`config.mk`:
```
export PLATFORM = sky130hd
export DESIGN_NAME = iir1_tdm_ctrl
export DESIGN_NICKNAME = d
export VERILOG_FILES = /design/src/rtl/iir_pkg.sv /design/src/rtl/iir_chan_bank.sv /design/src/rtl/iir1_tdm_ctrl.sv
export SDC_FILE = /design/constraint.sdc
export NUM_CORES = 1
export LEC_CHECK = 0
export CORE_MARGIN = 5
export CORE_UTILIZATION = 43
export DETAILED_ROUTE_END_ITERATION = 8
export GPL_TIMING_DRIVEN = 0
export SYNTH_ARGS = -nofsm -noshare
export SYNTH_HDL_FRONTEND = slang
export SYNTH_SLANG_ARGS = --single-unit
export TNS_END_PERCENT = 30
```
`constraint.sdc`:
```
create_clock -name clk -period 22.9 [get_ports clk]
set_clock_uncertainty 0.2 [all_clocks]
set_input_delay 3.435 -clock clk [delete_from_list [all_inputs] [get_ports clk]]
set_output_delay 3.435 -clock clk [all_outputs]
set_load 0.01 [all_outputs]
```
`src/rtl/iir_pkg.sv`:
```
// Shared definitions for the time-multiplexed first-order IIR controller:
// float word width, FSM state encoding, shared-unit opcodes and coefficient selects.
package iir_pkg;

    function automatic int flen(input int man, input int exp);
        return man + exp + 1;
    endfunction

    typedef enum logic [2:0] {
        ST_IDLE  = 3'd0,
        ST_MUL_X = 3'd1,
        ST_MUL_Y = 3'd2,
        ST_ADD   = 3'd3,
        ST_OUT   = 3'd4
    } state_e;

    localparam logic FPU_MUL = 1'b0;
    localparam logic FPU_ADD = 1'b1;

    localparam logic CFG_B0  = 1'b0;
    localparam logic CFG_A1N = 1'b1;

endpackage

```
`src/rtl/iir_chan_bank.sv`:
```
// Per-channel register file holding b0, a1_neg and the y[n-1] state.
// One coefficient read port, one state read port, config/state writes and a bulk clear.
module iir_chan_bank
    import iir_pkg::*;
#(
    parameter int MAN  = 23,
    parameter int EXP  = 8,
    parameter int NCH  = 4,
    parameter int CH_W = 2,
    parameter logic [MAN+EXP:0] B0_RST  = 32'hF0E24DD3,
    parameter logic [MAN+EXP:0] A1N_RST = 32'h74FFB7E9,
    localparam int FLEN = flen(MAN, EXP)
) (
    input  logic            clk,
    input  logic            rst,
    input  logic [CH_W-1:0] rd_ch,
    input  logic            rd_sel,
    output logic [FLEN-1:0] rd_coef,
    output logic [FLEN-1:0] rd_ys,
    input  logic            cfg_we,
    input  logic [CH_W-1:0] cfg_ch,
    input  logic            cfg_sel,
    input  logic [FLEN-1:0] cfg_data,
    input  logic            ys_we,
    input  logic [CH_W-1:0] ys_ch,
    input  logic [FLEN-1:0] ys_data,
    input  logic            clr
);

    logic [FLEN-1:0] b0_q  [NCH];
    logic [FLEN-1:0] a1n_q [NCH];
    logic [FLEN-1:0] ys_q  [NCH];
    logic [FLEN-1:0] b0_d  [NCH];
    logic [FLEN-1:0] a1n_d [NCH];
    logic [FLEN-1:0] ys_d  [NCH];

    // Reads come straight from the flops, so a same-cycle write is seen next cycle.
    assign rd_coef = (rd_sel == CFG_A1N) ? a1n_q[rd_ch] : b0_q[rd_ch];
    assign rd_ys   = ys_q[rd_ch];

    always_comb begin
        // NOTE: every always_comb output gets a default first so no path leaves it unassigned (no latch).
        b0_d  = b0_q;
        a1n_d = a1n_q;
        ys_d  = ys_q;
        if (cfg_we) begin
            if (cfg_sel == CFG_A1N) a1n_d[cfg_ch] = cfg_data;
            else                    b0_d[cfg_ch]  = cfg_data;
        end
        if (ys_we) ys_d[ys_ch] = ys_data;
        if (clr) begin
            for (int i = 0; i < NCH; i++) ys_d[i] = '0;
        end
    end

    // NOTE: this is a small flop array, not a RAM macro, so every entry takes the async reset value.
    always_ff @(posedge clk or posedge rst) begin
        if (rst) begin
            for (int i = 0; i < NCH; i++) begin
                b0_q[i]  <= B0_RST;
                a1n_q[i] <= A1N_RST;
                ys_q[i]  <= '0;
            end
        end else begin
            // NOTE: sequential state uses non-blocking assignments so all flops update together.
            b0_q  <= b0_d;
            a1n_q <= a1n_d;
            ys_q  <= ys_d;
        end
    end

endmodule

```
`src/rtl/iir1_tdm_ctrl.sv`:
```
// Schedules NCH first-order float IIR channels onto one shared mul/add unit (MUL_X, MUL_Y, ADD).
// Optional macro IIR_NAN_FLUSH_EN: Inf/NaN results are not fed back and raise sticky flush_flag.
module iir1_tdm_ctrl
    import iir_pkg::*;
#(
    parameter int MAN  = 23,
    parameter int EXP  = 8,
    parameter int NCH  = 4,
    parameter int CH_W = 2,
    parameter logic [MAN+EXP:0] B0_RST  = 32'hF0E24DD3,
    parameter logic [MAN+EXP:0] A1N_RST = 32'h74FFB7E9,
    localparam int FLEN = flen(MAN, EXP)
) (
    input  logic            clk,
    input  logic            rst,
    input  logic            in_valid,
    output logic            in_ready,
    input  logic [CH_W-1:0] in_ch,
    input  logic [FLEN-1:0] in_x,
    input  logic            cfg_we,
    input  logic [CH_W-1:0] cfg_ch,
    input  logic            cfg_sel,
    input  logic [FLEN-1:0] cfg_data,
    input  logic            clr,
    output logic            fpu_op,
    output logic [FLEN-1:0] fpu_a,
    output logic [FLEN-1:0] fpu_b,
    input  logic [FLEN-1:0] fpu_r,
`ifdef IIR_NAN_FLUSH_EN
    output logic            flush_flag,
`endif
    output logic            out_valid,
    input  logic            out_ready,
    output logic [CH_W-1:0] out_ch,
    output logic [FLEN-1:0] out_y
);

    state_e          state_q, state_d;
    logic [CH_W-1:0] ch_q, ch_d;
    logic [FLEN-1:0] x_q, x_d;
    logic [FLEN-1:0] p0_q, p0_d;
    logic [FLEN-1:0] p1_q, p1_d;
    logic [FLEN-1:0] out_y_q, out_y_d;
    logic [CH_W-1:0] out_ch_q, out_ch_d;

    logic            rd_sel;
    logic [FLEN-1:0] rd_coef, rd_ys;
    logic            ys_we;
    logic [FLEN-1:0] ys_data;
    logic            r_special;

    // Exponent field all ones marks Inf or NaN.
    assign r_special = &fpu_r[FLEN-2 -: EXP];

`ifdef IIR_NAN_FLUSH_EN
    logic flush_q, flush_d;
    assign flush_flag = flush_q;
`endif

    iir_chan_bank #(
        .MAN(MAN), .EXP(EXP), .NCH(NCH), .CH_W(CH_W),
        .B0_RST(B0_RST), .A1N_RST(A1N_RST)
    ) u_bank (
        .clk(clk), .rst(rst),
        .rd_ch(ch_q), .rd_sel(rd_sel), .rd_coef(rd_coef), .rd_ys(rd_ys),
        .cfg_we(cfg_we), .cfg_ch(cfg_ch), .cfg_sel(cfg_sel), .cfg_data(cfg_data),
        .ys_we(ys_we), .ys_ch(ch_q), .ys_data(ys_data),
        .clr(clr)
    );

    assign in_ready  = (state_q == ST_IDLE);
    assign out_valid = (state_q == ST_OUT);
    assign out_ch    = out_ch_q;
    assign out_y     = out_y_q;

    always_comb begin
        state_d  = state_q;
        ch_d     = ch_q;
        x_d      = x_q;
        p0_d     = p0_q;
        p1_d     = p1_q;
        out_y_d  = out_y_q;
        out_ch_d = out_ch_q;
        fpu_op   = FPU_MUL;
        fpu_a    = '0;
        fpu_b    = '0;
        rd_sel   = CFG_B0;
        ys_we    = 1'b0;
        ys_data  = fpu_r;
`ifdef IIR_NAN_FLUSH_EN
        flush_d  = flush_q;
`endif
        unique case (state_q)
            ST_IDLE: begin
                if (in_valid) begin
                    ch_d    = in_ch;
                    x_d     = in_x;
                    state_d = ST_MUL_X;
                end
            end
            ST_MUL_X: begin
                fpu_a   = rd_coef;
                fpu_b   = x_q;
                p0_d    = fpu_r;
                state_d = ST_MUL_Y;
            end
            ST_MUL_Y: begin
                rd_sel  = CFG_A1N;
                fpu_a   = rd_coef;
                fpu_b   = rd_ys;
                p1_d    = fpu_r;
                state_d = ST_ADD;
            end
            ST_ADD: begin
                fpu_op   = FPU_ADD;
                fpu_a    = p0_q;
                fpu_b    = p1_q;
                out_y_d  = fpu_r;
                out_ch_d = ch_q;
                ys_we    = 1'b1;
`ifdef IIR_NAN_FLUSH_EN
                if (r_special) begin
                    ys_data = '0;
                    flush_d = 1'b1;
                end
`endif
                state_d  = ST_OUT;
            end
            ST_OUT: begin
                if (out_ready) state_d = ST_IDLE;
            end
            default: state_d = ST_IDLE;
        endcase
`ifdef IIR_NAN_FLUSH_EN
        if (clr) flush_d = 1'b0;
`endif
    end

    always_ff @(posedge clk or posedge rst) begin
        if (rst) begin
            state_q  <= ST_IDLE;
            ch_q     <= '0;
            x_q      <= '0;
            p0_q     <= '0;
            p1_q     <= '0;
            out_y_q  <= '0;
            out_ch_q <= '0;
        end else begin
            state_q  <= state_d;
            ch_q     <= ch_d;
            x_q      <= x_d;
            p0_q     <= p0_d;
            p1_q     <= p1_d;
            out_y_q  <= out_y_d;
            out_ch_q <= out_ch_d;
        end
    end

`ifdef IIR_NAN_FLUSH_EN
    always_ff @(posedge clk or posedge rst) begin
        if (rst) flush_q <= 1'b0;
        else     flush_q <= flush_d;
    end
`else
    logic unused_special;
    assign unused_special = r_special;
`endif

endmodule

```
==> out/metrics.csv <==
metric,value,unit
worstSetupPathType,flip-flop to output port,
power_density,127,mW/mm2
finalMaxSlewViolations,0,
post_cts_hold_buffer_count,0,
synth_top_family_by_area,multiplexers,
ant_nets,0,
nNetsFinal,2225,
cts_sinks,519,
utilization,52.3,%
post_cts_buffers,0,
fmax,147,MHz
crit_path_start_kind,flip-flop,
grt_first_pass_wirelength,107000,um
vias,15800,
yosysSeqAreaShare,53.9,%
syn_avg_cell_area,13.2,um2
drt_first_pass_iters,5,
hold_viol,0,
p_seq_share,35.4,%
intPower,2.47,mW
async_flop_share,100,%
hold_path.class,flip-flop to flip-flop,
drtIter0Drc,894,
synth_fa_ha_area_share,0,%
synth_cells,1851,
finalCritPeriodShare,29.7,%
ir_drop,0.0710,mV
p_leak,13.0,nW
synth_xor_xnor_area_share,0,%
port_buffers,203,
clk_latency,610,ps
cts_max_level,2,
synth_seq_cells,519,
grt_setup_unrepaired,false,
cp_data_arrival_time,3170,ps
pin_count,208,
vias_per_cell,5.41,
drc,0,
p_clk_share,25.1,%
max_slew_margin,45.9,%
setup_viol,0,
synth_edf_count,0,
drive_gt1_share,32.9,%
grt_pass1_vias,17500,
synth_compound_area_share,4.12,%
core,0.0564,mm2
combPwrFrac,39.5,%
tightest_slew,810,ps
muxShareOfSynthArea,31.0,%
wl_per_cell,24.0,um
cts_tree,yes,
cts_buffer_depth,3,
synth-simple-area-share,7.65,%
yosys-top-cells-area,"dfrtp_1, dfstp_2, mux2_2, mux2i_1, nand2b_1",
grt_overflow_total,0,
cts_resized,0,
area_delta_synth_final,20.6,%
synth_top_area_cell,dfrtp_1,
die_h,249,um
root_buffer,clkbuf_16,
rows,87,
synth_top_area_share,36.7,%
synth_cell_types,38,
switching_share,34.1,%
layout_common_cells,"dfrtp_1, mux2_2, mux2i_1",
grt_start_max_net_pins,138,
status,completed,
place.gp.congestion,0.827,
wl,70100,um
diodes,0,
power_switching,1.28,mW
synthFlopType,dfrtp_1,
syn_nets,1958,
placed_area,0.0276,mm2
start_util,43.4,%
synth_warnings,0,
required,19270,ps
cts-buffers-inserted,58,
worstSetupEndpointType,output port,
layout_commonest_cell,dfrtp_1,
dieArea,0.0618,mm2
period_minus_slack,6800,ps
fin_area,0.0295,mm2
synth_area,0.0245,mm2
drv_cap,0,
path_clk_slew,60,ps
path_max_fanout,10,
fp.dieW,249,um
antenna_found_initial,7,
grtUsageTotal,22.3,%
dp_hpwl,49200,um
## area by class of cell
cell class | count | area, um2
Sequential cell | 519 | 13200
Inverter | 3 | 18.8
Tap cell | 756 | 946
Clock buffer | 91 | 1750
Fill cell | 4962 | 26900
Timing Repair Buffer | 207 | 2140
Buffer | 140 | 807
Multi-Input combinational cell | 1189 | 10500
Clock inverter | 17 | 185
## synthesized netlist by cell type (3+ instances only)
library cell	instances
a21oi_1	32
buf_1	7
buf_2	63
buf_4	25
buf_6	10
buf_8	3
clkbuf_1	32
dfrtp_1	359
dfstp_2	160
mux2_1	40
mux2_2	314
mux2i_1	288
mux4_2	32
nand2_1	168
nand2b_1	162
nand4b_1	3
nor3b_2	3
o21ai_0	32
o22a_1	32
o22ai_1	64
## path summary, 6_finish.rpt
kind | startpoint | to | slack, ps | cells after the start
setup / recovery | state_q[2]$_DFFE_PP0P_ | fpu_b[29] | 16100 | 7
hold / removal | out_y[19]$_DFFE_PP0N_ | out_y[19]$_DFFE_PP0N_ | 270 | 2
setup reg to reg | state_q[0]$_DFFE_PP0P_ | x_q[16]$_DFFE_PP0P_ | 20540 | 6
hold reg to reg | out_y[19]$_DFFE_PP0N_ | out_y[19]$_DFFE_PP0N_ | 270 | 2
max in group asynchronous | rst | u_bank.ys_q[111]$_DFFE_PP0P_ | 18090 | 4
min in group asynchronous | rst | u_bank.a1n_q[57]$_DFFE_PP0P_ | 3100 | 2
## state kept, by name, indices dropped and copies added, names as in the netlist, 3 cells and up
signal / flops
out_y: 32
p0_q: 32
p1_q: 32
state_q: 3
u_bank.a1n_q: 128
u_bank.b0_q: 128
u_bank.ys_q: 128
x_q: 32
## routing by layer
metal	track usage [%]	share of wire, %
met5	0	0.12
met1	29.1	43
met2	38.0	49
met3	4.35	4.6
met4	6.72	2.9
## cells by family (layout without fill, tap and decap cells)
family                 count (synthesis)  in the layout
buffers and inverters                143            458
AO/OA/AOI/OAI                        161            161
flip-flops                           519            519
multiplexers                         674            674
AND/OR/NAND/NOR                      354            354
## power by group through the flow
stage	registers, mW	logic [mW]	clock network, mW
floorplan	1.32	0.895	0
global placement	1.33	1.48	0
detailed placement	1.34	1.50	0
CTS	1.33	1.50	0.961
global route	1.35	1.59	0.999
finish	1.33	1.48	0.940
## stage by stage
| step | total power [mW] | setup TNS, ps | setup WS (ps) | hold WS, ps | instances |
|---|---|---|---|---|---|
| after floorplan | 2.21 | 0 | 5030 | 257 | 1851 |
| after global placement | 2.81 | -280320 | -820 | 262 | 2810 |
| after detailed placement | 2.84 | 0 | 16690 | 262 | 2814 |
| after CTS | 3.79 | 0 | 16020 | 276 | 2922 |
| after global routing | 3.94 | 0 | 15940 | 297 | 2922 |
| final | 3.75 | 0 | 16100 | 274 | 2922 |
## critical path, cell delays in order, from the launching register on
cell	delay, ps
dfrtp_1	410
buf_6	160
nor3b_2	180
buf_2	450
buf_1	430
nand2_1	210
o21ai_0	140
clkdlybuf4s50_1	570
(Power assumes the default switching activity.)
